--- config.mk ---
export PLATFORM = sky130hd
export DESIGN_NAME = seq_alu
export DESIGN_NICKNAME = d
export VERILOG_FILES = /design/src/rtl/seq_alu.sv
export SDC_FILE = /design/constraint.sdc
export NUM_CORES = 1
export LEC_CHECK = 0
export CAP_MARGIN = 20
export CORE_ASPECT_RATIO = 1.25
export CORE_UTILIZATION = 55
export DETAILED_ROUTE_END_ITERATION = 10
export DONT_BUFFER_PORTS = 1
export PLACE_DENSITY = 0.76
export SLEW_MARGIN = 15
export SYNTH_ARGS = -nofsm -noshare
export SYNTH_HDL_FRONTEND = slang
export SYNTH_SLANG_ARGS = --single-unit
export TNS_END_PERCENT = 1
--- constraint.sdc ---
create_clock -name clk -period 5.8 [get_ports clk]
set_input_delay 1.45 -clock clk [delete_from_list [all_inputs] [get_ports clk]]
set_output_delay 1.45 -clock clk [all_outputs]
set_load 0.005 [all_outputs]
--- src/rtl/seq_alu.sv ---
// Multi-cycle unsigned ALU: add/sub in one cycle, shift-add multiply and restoring
// divide over WIDTH iterations, with valid/ready handshakes on input and output.
module seq_alu #(
  parameter  int WIDTH = 8,
  localparam int CNT_W = $clog2(WIDTH + 1)
) (
  input  logic                 clk,
  input  logic                 rst_n,
  input  logic                 in_valid,
  output logic                 in_ready,
  input  logic [WIDTH-1:0]     a,
  input  logic [WIDTH-1:0]     b,
  input  logic [1:0]           op,
  output logic                 out_valid,
  input  logic                 out_ready,
  output logic [2*WIDTH-1:0]   result,
  output logic                 div_zero,
  output logic                 busy,
  output logic [1:0]           dbg_state_o
);

  // Handshakes: a transfer happens on a rising edge where valid && ready are both high;
  // valid never depends combinationally on ready, and the producer holds data until then.

  typedef enum logic [1:0] {
    IDLE = 2'd0,
    CALC = 2'd1,
    DONE = 2'd2
  } state_e;

  localparam logic [1:0] OP_ADD = 2'd0;
  localparam logic [1:0] OP_MUL = 2'd1;
  localparam logic [1:0] OP_SUB = 2'd2;
  localparam logic [1:0] OP_DIV = 2'd3;

  state_e               state_q, state_d;
  logic [1:0]           op_q, op_d;
  logic [2*WIDTH-1:0]   acc_q, acc_d;
  logic [2*WIDTH-1:0]   sh_q, sh_d;
  logic [WIDTH-1:0]     opb_q, opb_d;
  logic [CNT_W-1:0]     cnt_q, cnt_d;
  logic [2*WIDTH-1:0]   result_q, result_d;
  logic                 div_zero_q, div_zero_d;

  // Divider: partial remainder in acc_q[WIDTH-1:0], dividend/quotient shifts through sh_q.
  logic [WIDTH:0]       rem_sh;
  logic [WIDTH:0]       rem_sub;
  logic                 rem_ge;

  assign rem_sh  = {acc_q[WIDTH-1:0], sh_q[WIDTH-1]};
  assign rem_ge  = (rem_sh >= {1'b0, opb_q});
  assign rem_sub = rem_sh - {1'b0, opb_q};

  always_comb begin
    state_d    = state_q;
    op_d       = op_q;
    acc_d      = acc_q;
    sh_d       = sh_q;
    opb_d      = opb_q;
    cnt_d      = cnt_q;
    result_d   = result_q;
    div_zero_d = div_zero_q;

    case (state_q)
      IDLE: begin
        if (in_valid) begin
          op_d  = op;
          opb_d = b;
          acc_d = '0;
          sh_d  = {{WIDTH{1'b0}}, a};
          cnt_d = '0;
          case (op)
            OP_ADD: begin
              result_d   = {{WIDTH{1'b0}}, a} + {{WIDTH{1'b0}}, b};
              div_zero_d = 1'b0;
              state_d    = DONE;
            end
            OP_SUB: begin
              result_d   = {{WIDTH{1'b0}}, a} - {{WIDTH{1'b0}}, b};
              div_zero_d = 1'b0;
              state_d    = DONE;
            end
            OP_MUL: state_d = CALC;
            OP_DIV: begin
              if (b == '0) begin
                result_d   = {a, {WIDTH{1'b1}}};
                div_zero_d = 1'b1;
                state_d    = DONE;
              end else begin
                state_d = CALC;
              end
            end
            default: state_d = IDLE;
          endcase
        end
      end

      CALC: begin
        cnt_d = cnt_q + 1'b1;
        if (op_q == OP_MUL) begin
          acc_d = opb_q[0] ? (acc_q + sh_q) : acc_q;
          sh_d  = sh_q << 1;
          opb_d = opb_q >> 1;
        end else begin
          acc_d = rem_ge ? {{(WIDTH-1){1'b0}}, rem_sub} : {{(WIDTH-1){1'b0}}, rem_sh};
          sh_d  = {sh_q[2*WIDTH-2:0], rem_ge};
        end
        if (cnt_q == CNT_W'(WIDTH - 1)) begin
          result_d   = (op_q == OP_MUL) ? acc_d : {acc_d[WIDTH-1:0], sh_d[WIDTH-1:0]};
          div_zero_d = 1'b0;
          state_d    = DONE;
        end
      end

      DONE: begin
        if (out_ready) state_d = IDLE;
      end

      default: state_d = IDLE;
    endcase
  end

  always_ff @(posedge clk or negedge rst_n) begin
    if (!rst_n) begin
      state_q    <= IDLE;
      op_q       <= '0;
      acc_q      <= '0;
      sh_q       <= '0;
      opb_q      <= '0;
      cnt_q      <= '0;
      result_q   <= '0;
      div_zero_q <= 1'b0;
    end else begin
      state_q    <= state_d;
      op_q       <= op_d;
      acc_q      <= acc_d;
      sh_q       <= sh_d;
      opb_q      <= opb_d;
      cnt_q      <= cnt_d;
      result_q   <= result_d;
      div_zero_q <= div_zero_d;
    end
  end

  assign in_ready    = (state_q == IDLE);
  assign out_valid   = (state_q == DONE);
  assign busy        = (state_q != IDLE);
  assign result      = result_q;
  assign div_zero    = div_zero_q;
  assign dbg_state_o = state_q;

endmodule

### After elaboration in Yosys (flattened, before gate mapping)

Cells that the tools add are included.

| word-level totals | value |
|---|---|
| register bits | 65 |
| input port bits | 22 |

| cells by class | value |
|---|---|
| add/subtract/negate cells | 5 |
| equality and inequality tests | 14 |
| reduce and logical (&&, ||, !) cells | 12 |
| magnitude comparators | 1 |
| mux-type cells | 30 |

Operators by type and width:

| cell | number |
|---|---|
| two-way mux 16 bit | 8 |
| one-hot mux 16 bit (2 select lines) | 3 |
| one-hot mux 16 bit (3 select lines) | 1 |
| adder 16 bit | 1 |
| two-way mux 8 bit | 2 |
| one-hot mux 8 bit (2 select lines) | 1 |
| one-hot mux 2 bit (3 select lines) | 2 |
| AND reduction 5 bit | 2 |
| adder 8 x 8 -> 9 bit | 1 |
| greater-or-equal comparator 9 x 8 -> 1 bit | 1 |
| two-way mux 9 bit | 1 |
| subtractor 8 x 8 -> 9 bit | 1 |
| subtractor 9 x 8 -> 9 bit | 1 |
| logical NOT 8 bit | 1 |
| two-way mux 2 bit | 4 |
| one-hot mux 4 bit (2 select lines) | 1 |
| == test 2 x 1 -> 1 bit, second input constant | 3 |
| == test 2 bit, second input constant | 3 |
| != test 2 bit, second input constant | 3 |
| AND reduction 3 bit | 2 |
| adder 4 x 1 -> 4 bit, second input constant | 1 |
| == test 4 x 3 -> 1 bit, second input constant | 1 |
| logical NOT 2 bit | 2 |
| two-way mux 1 bit | 4 |
| 9 further kinds | 12 |

### Logic depth before layout (Yosys ltp)

| depth | value |
|---|---|
| word-level depth | 6 |
| gate-level depth with buffers | 11 |

### Worst setup path before layout

Ideal clock, no wire load.

| timing path | value |
|---|---|
| path kind | input port to flip-flop |
| from | input port a[0] |
| to | register result_q[6] (netlist: result[6]) |
| data required time | 5.674 ns |
| stages | 10 |
| setup time | 0.126 ns |
| arrival | 3.073 ns |
| slack | 2.601 ns |
| buffers on the path | 0 |
| cell sequence | ha_1 > inv_1 > fa_1 > nor2_1 > o21bai_1 > a221o_1 > nor2b_1 > a21oi_1 > o41ai_1 > o32a_1 |

| between the ends | value |
|---|---|
| longest elaborated chain between the ends | 4 |

RTL lines:

| what | line | source |
|---|---|---|
| from (decl) | 11 | `input logic [WIDTH-1:0] a,` |
| subtractor 8 x 8 -> 9 bit / adder 8 x 8 -> 9 bit (equally long branches) | 79, 74 |  |
| one-hot mux 16 bit (3 select lines) (*) | 72 | `case (op)` |
| two-way mux 16 bit (*) | 66 | `if (in_valid) begin` |
| one-hot mux 16 bit (2 select lines) (*) | 64 | `case (state_q)` |
| to (signal assigned) | 140 | `result_q <= result_d;` |
| to (decl) | 42 | `logic [2*WIDTH-1:0] result_q, result_d;` |

Every way passes the cells marked *; elsewhere a longest branch is shown, timed or not. The select of a mux whose other input is x is not followed.
A chain may end at the register's enable or synchronous reset.

### Final worst setup path

| timing path | value |
|---|---|
| from | input port op[0] |
| to | register result_q[15] (netlist: result[15]) |

| between the ends | value |
|---|---|
| longest elaborated chain between the ends | 4 |

RTL lines:

| what | line | source |
|---|---|---|
| from (decl) | 13 | `input logic [1:0] op,` |
| == test 2 bit / logical NOT 2 bit (equally long branches) | 72 |  |
| one-hot mux 16 bit (3 select lines) | 72 |  |
| two-way mux 16 bit | 66 |  |
| one-hot mux 16 bit (2 select lines) | 64 |  |

Several ways; a longest one is shown, not always the timed one. The select of a mux whose other input is x is not followed.

==> flow_summary.ini <==
[status]
status = complete, no violations

[sta]
tns_ps = 0
skew_ps = 6.93
max_freq_mhz = 262
fin_crit_ps = 3820
hold_violations = 0
maxSlewViolCount = 0
timing.final.ws_setup_ps = 1980
tightest_slew_ps = 929
relSlewSlack_pct = 37.6
fin_crit_sh_pct = 65.8
setup_violations = 0
rsz0062_at_grt = no

[clock_network]
numCtsBuffers = 9
cts_tree = done
cts.reportedPaths.clkPinSlew_ps = 60
cts_max_path_buffers = 2
cts_num_sinks = 65
clk_latency_ps = 340
cts_setup_buffers = 0
ctsHoldBuffers = 0
cts-resized-gates = 0
h-tree-depth = 3
cts-root-buf = clkbuf_16

[pwr]
p_sw_mw = 1.18
ir_worst_vdd_uv = 263
power_density_nw_per_um2 = 463
p_int_mw = 1.37
p_sw_share_pct = 46.2
combPwrFrac_pct = 48.4
p_leak_nw = 2.59
power_frac_clock_pct = 19.3
p_seq_share_pct = 32.4

[worst_setup_path]
end_kind = register
required_ps = 6060
worstRegToRegCells = 8
critPathMaxFanout = 20
cp.arrival_ps = 4080
path_class = input pin to register
cp-start-kind = input pin

[synth]
synth.cell_area_um2 = 5160
synth.avg_cell_area_um2 = 8.48
yosysTopAreaCellShare_pct = 31.5
synth_cell_types = 79
synth-main-ff-cell = dfrtp_1
yosysMostFrequentCell = nand2_1
synth_cells = 609
ys_seq_elements = 65
synth.largest_area_cell = dfrtp_1
seq_area_frac_synth_pct = 31.5
ys_top_cells_by_area = dfrtp_1, ha_1, nand2_1
synthArstFlopShare_pct = 100
synth_commonest_cells = nand2_1, dfrtp_1, o21ai_0, ha_1, inv_1
synth_nets = 679
synth_edf_count = 0
ys_warn_count = 0

[final_layout]
diodes = 0
nFillCells = 817
drive_gt1_share_pct = 6.61
postLayoutCoreUtil_pct = 60.5
fin_nets = 670
design_area_um2 = 5520
area_delta_synth_final_pct = 6.93

[route]
dr.pass1.iters = 5
post_drt_wl_per_cell_um = 21.1
drt_iter0_markers = 498
vias = 4760
drcViolationCount = 0
viasPerCell = 6.54
drt_wl_total_mm = 15.3
ant_nets = 0

[place]
dpl_cell_area_um2 = 5260
portBuffers = 0
dpl.hpwl_mm = 11.4
post-place-ws_ps = 1690
place.gp.congestion = 0.938

[global_routing]
grt_max_degree = 66
grt_usage_pct = 33.1
grt_overflow = 0
grt_pass1_wl_mm = 24.0
grt_pass1_vias = 4711
antenna_found_initial = 0

[floorplan]
dieArea_um2 = 9780
dieWidth_um = 88.7
io_pins = 44
coreArea_um2 = 9130
die_h_um = 110
rows = 39
initial_core_util_pct = 56.6

[worst_hold_path]
whs_path_depth = 1
min_path_type = register to register

[flow_run]
maxCapViolCount = 0
[layout make-up]
cell class	instances	area, µm²	area share [%]
clock buffers	13	240	4.35
flip-flops and latches	65	1630	29.5
clock inverters	3	17.5	0.317
multi-input cells	480	3290	59.6
repair buffers	8	60.1	1.09
inverters	36	135	2.45
well taps	123	154	2.79
[power groups by stage]
| stage | sequential, mW | clock, mW | combinational, mW |
|---|---|---|---|
| after floorplan | 0.742 | 0 | 0.942 |
| after global placement | 0.821 | 0 | 1.17 |
| after detailed placement | 0.826 | 0 | 1.21 |
| after CTS | 0.823 | 0.494 | 1.22 |
| after global routing | 0.846 | 0.515 | 1.37 |
| final | 0.827 | 0.492 | 1.24 |
[registers in the layout (all words and copies together), names as in the netlist]
signal	cells
dbg_state_o	2
sh_q	16
acc_q	16
opb_q	8
cnt_q	4
div_zero	1
result	16
op_q	2
[worst max-delay path, stage by stage]
cell and delay, ps:
inv_1 90, ha_1 640, inv_1 290, and3_1 280
a211oi_2 630, nor2_1 160, or4_4 450, o211ai_2 80
[metal layers]
metal  up-vias  wire, µm  GRT usage [%]
met4         0       728           19.4
met2       240      7380           53.6
met5         -         0              0
met1      2277      5980           39.4
li1       2195         -              -
met3        48      1240           8.79
[layout by cell type, fill, tap and decap left out, types with 8 or more instances in the layout]
cell type / instances
nand3_1: 10
a21oi_1: 32
a21o_1: 10
mux2i_1: 13
buf_4: 8
inv_1: 35
nor2_1: 34
nor3_1: 8
a31oi_1: 16
nor2b_1: 10
xor2_1: 11
nand2_1: 89
xnor2_1: 8
ha_1: 44
o21ai_0: 48
clkbuf_16: 9
dfrtp_1: 65
a22oi_1: 12
[kinds of logic (layout without fill, tap and decap cells)]
kind of cell	after synthesis	in the layout	synth area share [%]
simple gates	202	202	19.0
compound gates	193	193	25.5
flops	65	65	31.5
buf+inv	64	60	4.87
fa+ha+maj	48	48	12.2
xor+xnor	19	19	3.22
mux	18	18	3.68
[worst paths after layout]
path,to,startpoint,slack (ps)
max in group asynchronous,acc_q[15]$_DFFE_PN0P_,rst_n,4840
max reg2reg,result[8]$_DFFE_PN0P_,acc_q[3]$_DFFE_PN0P_,2690
min,cnt_q[3]$_DFFE_PN0P_,cnt_q[3]$_DFFE_PN0P_,500
max,result[15]$_DFFE_PN0P_,op[0],1980
min reg2reg,cnt_q[3]$_DFFE_PN0P_,cnt_q[3]$_DFFE_PN0P_,500
min in group asynchronous,acc_q[0]$_DFFE_PN0P_,rst_n,810
[stage by stage]
step	hold slack, ps	power [mW]	cells
floorplan	450	1.68	609
global placement	474	1.99	712
detailed placement	485	2.04	712
CTS	497	2.53	728
global route	524	2.73	728
finish	497	2.55	728
(Power assumes the default switching activity.)
